### config.mk
export PLATFORM = sky130hd
export DESIGN_NAME = song_sequencer_ctrl
export DESIGN_NICKNAME = d
export VERILOG_FILES = /design/src/rtl/song_sequencer_ctrl.sv
export SDC_FILE = /design/constraint.sdc
export NUM_CORES = 1
export LEC_CHECK = 0
export CAP_MARGIN = 20
export CORE_MARGIN = 2
export CORE_UTILIZATION = 55
export DETAILED_ROUTE_END_ITERATION = 10
export GPL_ROUTABILITY_DRIVEN = 0
export HOLD_SLACK_MARGIN = 0.06
export PLACE_DENSITY = 0.9
export SETUP_SLACK_MARGIN = 0.5
export SLEW_MARGIN = 20
export SYNTH_ARGS = -nofsm -noshare
export SYNTH_HDL_FRONTEND = slang
export SYNTH_SLANG_ARGS = --single-unit
### constraint.sdc
create_clock -name clk -period 4.4 [get_ports clk]
set_input_delay 0.44 -clock clk [delete_from_list [all_inputs] [get_ports clk]]
set_output_delay 0.44 -clock clk [all_outputs]
set_load 0.02 [all_outputs]
### src/rtl/song_sequencer_ctrl.sv
// Note-ROM driven melody sequencer: fetches one entry per note, holds it for a
// programmed number of beats, inserts a silent gap, and drives the tone divider.
module song_sequencer_ctrl #(
    parameter int TICKS_PER_BEAT = 12500000,
    parameter int GAP_TICKS      = 625000,
    parameter int ADDR_W         = 8,
    parameter int DIV_W          = 26
) (
    input  logic              clk,
    input  logic              reset,
    input  logic              start,
    input  logic              stop,
    input  logic              loop,
    input  logic [ADDR_W-1:0] song_base,
    output logic [ADDR_W-1:0] rom_addr,
    input  logic [5:0]        rom_data,
    output logic [DIV_W-1:0]  clkdivider,
    output logic [3:0]        note_code,
    output logic              busy,
    output logic              done
);

    // state  | meaning
    // IDLE   | waiting for start
    // FETCH  | rom_addr presented, waiting one cycle for ROM data
    // LOAD   | decode ROM word: note/rest -> PLAY, end marker -> FETCH (loop) or DONE
    // PLAY   | note sounding, beat and tick down-counters running
    // GAP    | silence between notes, then advance to next entry
    // DONE   | one-cycle done pulse
    typedef enum logic [2:0] {
        S_IDLE,
        S_FETCH,
        S_LOAD,
        S_PLAY,
        S_GAP,
        S_DONE
    } state_t;

    localparam int TICK_MAX = (TICKS_PER_BEAT > GAP_TICKS) ? TICKS_PER_BEAT : GAP_TICKS;
    localparam int TICK_W   = $clog2(TICK_MAX + 1);

    localparam logic [TICK_W-1:0] BEAT_RELOAD = TICK_W'(TICKS_PER_BEAT - 1);
    localparam logic [TICK_W-1:0] GAP_RELOAD  = TICK_W'(GAP_TICKS - 1);
    localparam logic [TICK_W-1:0] TICK_ONE    = TICK_W'(1);
    localparam logic [ADDR_W-1:0] ADDR_ONE    = ADDR_W'(1);
    localparam logic [3:0]        CODE_SILENT = 4'd12;
    localparam logic [3:0]        CODE_END    = 4'd15;

    state_t              state_q, state_d;
    logic [ADDR_W-1:0]   rom_addr_q, rom_addr_d;
    logic [ADDR_W-1:0]   base_q, base_d;
    logic [DIV_W-1:0]    clkdivider_q, clkdivider_d;
    logic [3:0]          note_code_q, note_code_d;
    logic                busy_q, busy_d;
    logic                done_q, done_d;
    logic [1:0]          beats_q, beats_d;
    logic [TICK_W-1:0]   tick_q, tick_d;

    function automatic logic [DIV_W-1:0] note_div(input logic [3:0] code);
        logic [DIV_W-1:0] div;
        case (code)
            4'd0:    div = DIV_W'(95556);
            4'd1:    div = DIV_W'(90194);
            4'd2:    div = DIV_W'(85131);
            4'd3:    div = DIV_W'(80353);
            4'd4:    div = DIV_W'(75843);
            4'd5:    div = DIV_W'(71586);
            4'd6:    div = DIV_W'(67568);
            4'd7:    div = DIV_W'(63776);
            4'd8:    div = DIV_W'(60197);
            4'd9:    div = DIV_W'(56818);
            4'd10:   div = DIV_W'(53629);
            4'd11:   div = DIV_W'(50619);
            default: div = '0;
        endcase
        return div;
    endfunction

    always_comb begin
        state_d      = state_q;
        rom_addr_d   = rom_addr_q;
        base_d       = base_q;
        clkdivider_d = clkdivider_q;
        note_code_d  = note_code_q;
        beats_d      = beats_q;
        tick_d       = tick_q;

        case (state_q)
            S_IDLE: begin
                if (start && !stop) begin
                    state_d    = S_FETCH;
                    rom_addr_d = song_base;
                    base_d     = song_base;
                end
            end
            S_FETCH: begin
                state_d = S_LOAD;
            end
            S_LOAD: begin
                if (rom_data[3:0] == CODE_END) begin
                    if (loop) begin
                        rom_addr_d = base_q;
                        state_d    = S_FETCH;
                    end else begin
                        clkdivider_d = '0;
                        note_code_d  = CODE_SILENT;
                        state_d      = S_DONE;
                    end
                end else begin
                    // Rests share the PLAY timing but get a zero divider
                    clkdivider_d = note_div(rom_data[3:0]);
                    note_code_d  = (rom_data[3:0] >= CODE_SILENT) ? CODE_SILENT : rom_data[3:0];
                    beats_d      = rom_data[5:4];
                    tick_d       = BEAT_RELOAD;
                    state_d      = S_PLAY;
                end
            end
            S_PLAY: begin
                if (tick_q == '0) begin
                    if (beats_q == 2'd0) begin
                        clkdivider_d = '0;
                        note_code_d  = CODE_SILENT;
                        tick_d       = GAP_RELOAD;
                        state_d      = S_GAP;
                    end else begin
                        beats_d = beats_q - 2'd1;
                        tick_d  = BEAT_RELOAD;
                    end
                end else begin
                    tick_d = tick_q - TICK_ONE;
                end
            end
            S_GAP: begin
                if (tick_q == '0) begin
                    rom_addr_d = rom_addr_q + ADDR_ONE;
                    state_d    = S_FETCH;
                end else begin
                    tick_d = tick_q - TICK_ONE;
                end
            end
            S_DONE: begin
                clkdivider_d = '0;
                state_d      = S_IDLE;
            end
            default: begin
                state_d = S_IDLE;
            end
        endcase

        // stop overrides every transition above; no done pulse on abort
        if (stop && (state_q != S_IDLE)) begin
            state_d      = S_IDLE;
            clkdivider_d = '0;
            note_code_d  = CODE_SILENT;
        end

        busy_d = (state_d != S_IDLE);
        done_d = (state_d == S_DONE);
    end

    always_ff @(posedge clk or posedge reset) begin
        if (reset) begin
            state_q      <= S_IDLE;
            rom_addr_q   <= '0;
            base_q       <= '0;
            clkdivider_q <= '0;
            note_code_q  <= CODE_SILENT;
            busy_q       <= 1'b0;
            done_q       <= 1'b0;
            beats_q      <= '0;
            tick_q       <= '0;
        end else begin
            state_q      <= state_d;
            rom_addr_q   <= rom_addr_d;
            base_q       <= base_d;
            clkdivider_q <= clkdivider_d;
            note_code_q  <= note_code_d;
            busy_q       <= busy_d;
            done_q       <= done_d;
            beats_q      <= beats_d;
            tick_q       <= tick_d;
        end
    end

    assign rom_addr   = rom_addr_q;
    assign clkdivider = clkdivider_q;
    assign note_code  = note_code_q;
    assign busy       = busy_q;
    assign done       = done_q;

endmodule

==> summary.txt <==
Post-DRT Antenna Nets: 0
Final Hold Fails: 0
Maxcap violations: 0
Crit Path Max Fanout: 20
Worst path top cell family by delay: compound AO/OA/AOI/OAI gates
Area grow syn2layout: 16.1%
Crit path time final: 3.19 ns
Kind of critical path: reg2reg
Leak: 2.01 nW
Detailed Route Iter0 Violations: 398
Setup TNS: 0 ns
GRT overflow: 0
Post-Synth Adder-Cell Area: 3.08%
Seq/Total Area, Yosys: 38.2%
Worst setup EP type: register
Slew headroom: 43.8%
Main combinational cell family by area after synthesis: compound AO/OA/AOI/OAI gates
Gr usage total: 28.1%
Worst-Skew Late Latency: 0.36 ns
Met2 Resource Use GR: 47.2%
Met3 usage: 3.77%
Worst-Margin Slew: 0.841 ns
Drt pass-1 iters: 5
Drt wl/cell: 18.5 um
GRT met1 Usage: 37.3%
Synthesized cell area: 4460 sq um
Yosys top cell by area: dfrtp_1
Port-buffer cells: 49
CTS-repair resized insts: 0
# diodes: 0
Setup ws final: 1.21 ns
Crit path cell chain: nor2b_1 > nand2_1 > a31oi_2 > o21ai_0 > a211oi_1
Post-DR vias/cell: 6.62
Synth top area share: 37.0%
# setup viols final: 0
Share of layout cells above drive strength 1: 10.0%
Initial antenna violation count: 0
Die height: 94.1 um
Peak supply drop: 408 uV
Status: complete, no violations
Die width: 94.1 um
Die Area: 8850 sq um
Fmax: 0.313 GHz
Compound-Gate Fraction of Synth Area: 26.6%
Buf/Inv on CP: 0
Master of the slowest instance on the critical path: dfrtp_1
Mux share of post-synthesis cell area: 3.25%
Commonest cells in the synthesized netlist: dfrtp_1, nand2_1, o21ai_0
Root buf cell: clkbuf_8
H-Tree Depth: 3
Pre-CTS setup slack: 1.14 ns
Maximum clock path buffer count: 2
DR DRC count: 0
Placement row count: 32
Synth Area in Simple Gates: 22.0%
Top post-synthesis cells by area: dfrtp_1, nand2_1, o21ai_0
Post-Syn Instances: 500
Core box area: 7810 sq um
WHS: 0.497 ns
Post-CTS setup buffer count: 0
Reg clk slew, reported paths: 0.08 ns
XOR/XNOR Fraction of Synth Area: 0.981%
Type of origin of the critical path: register
Post-synthesis register bit count: 68
Non-filler cells, final: 640
Routed wire length: 11800 um
Syn. warnings: 0
Quantity of hold-fixing buffers added after cts: 0
Synth Flop Type: dfrtp_1
Fin util: 66.3%
Worst EP required: 4.67 ns
Ys async rst share: 100%
Via count: 4234
Number of flops mapped to enable cells by yosys: 0
PwrDens: 598 nW/um^2
Unrepaired setup endpoints after global routing: no
Placed insts: 624
Post-Syn Area per Cell: 8.92 sq um
GRT Max-Usage Layer: met2
Number of buffers created by CTS: 9
Synth cell types: 74
CP arrival: 3.46 ns
Final max-slew violation count: 0
Dpl hpwl: 8080 um
Sinks on Clock Net: 68
Worst min path class: reg2reg
Largest net degree at the start of global routing: 41
Layout Nets: 563
CTS tree: yes
First-pass GRT wire length: 19600 um
Layout Skew: 0.0121 ns
Initial Utilization: 57.1%
Vias in the first global route: 3960
Count leader, synth: dfrtp_1
I/O pins: 59
Crit-path max cell delay: 0.83 ns
Fin crit share: 72.5%
-- layout make-up --
| cell class | instances | area [sq um] |
|---|---|---|
| inverters | 11 | 41.3 |
| well taps | 102 | 128 |
| repair buffers | 55 | 536 |
| clock inverters | 6 | 87.6 |
| flip-flops and latches | 68 | 1700 |
| multi-input cells | 388 | 2540 |
| clock buffers | 10 | 138 |
| fillers | 637 | 2630 |
-- flip-flops by register name, indices dropped and copies added, names as in the netlist --
signal	cells
note_code	4
busy	1
state_q	3
clkdivider	17
done	1
base_q	8
rom_addr	8
tick_q	24
beats_q	2
-- where the power goes --
| group | internal (mW) | switching [mW] | leakage (nW) |
|---|---|---|---|
| registers | 0.857 | 0.276 | 0.838 |
| logic | 0.585 | 0.791 | 1.07 |
| clock network | 0.333 | 0.252 | 0.105 |
| total | 1.78 | 1.32 | 2.01 |
-- logic make-up (layout without fill, tap and decap cells) --
| family | Yosys count | count (layout) |
|---|---|---|
| compound gates | 170 | 170 |
| other cells | 1 | 9 |
| flops | 68 | 68 |
| buf+inv | 52 | 82 |
| mux | 13 | 13 |
| xor+xnor | 5 | 5 |
| fa+ha+maj | 11 | 11 |
| simple gates | 180 | 180 |
-- layout by cell type (no fill, tap or decap), drive strengths merged, types with 4 or more instances in the layout --
master	netlist	final
a21oi	30	30
nor4	7	7
clkdlybuf4s50	0	49
nand2b	5	5
ha	11	11
nand3	10	10
or3	7	7
dfrtp	66	66
a2111oi	10	10
a211oi	15	15
conb	1	9
mux2i	4	4
and2	5	5
o211ai	4	4
nor2b	5	5
and3	6	6
inv	11	11
o21ai	40	40
mux2	9	9
a31oi	10	10
o2bb2ai	8	8
a221oi	4	4
nor3	19	19
nor2	36	36
clkbuf	20	10
a22oi	9	9
nand4	6	6
and4	4	4
nand2	54	54
buf	21	6
a22o	8	8
o22ai	10	10
-- layer usage --
metal	routed length (um)	up-vias	share of wire, %
met3	769	19	6.5
li1	-	1937	-
met4	202	0	1.7
met5	0	-	0
met2	5950	215	50
met1	4920	2063	42
-- final timing paths --
| kind | depth (start not counted) | slack [ns] | from | end |
|---|---|---|---|---|
| worst max-delay path | 5 | 1.21 | state_q[1] | tick_q[3] |
| worst min-delay path | 2 | 0.50 | base_q[2] | base_q[2] |
| worst max register to register | 5 | 1.21 | state_q[1] | tick_q[3] |
| worst min register to register | 2 | 0.50 | base_q[2] | base_q[2] |
| max in group asynchronous | 3 | 2.87 | reset | note_code[3] |
| min in group asynchronous | 2 | 0.57 | reset | clkdivider[12] |
-- per-stage QoR --
step / power, mW / cell area (sq um)
floorplan: 2.01 / 4490
global placement: 2.43 / 4950
detailed placement: 2.50 / 4950
CTS: 3.09 / 5170
global route: 3.30 / 5180
finish: 3.09 / 5180
-- worst min-delay path, stage by stage (launching register included) --
cell and delay [ns]:
dfrtp_1 0.35, nand2_1 0.05, o21ai_0 0.06
No activity file was read; power rests on OpenSTA's default activity.
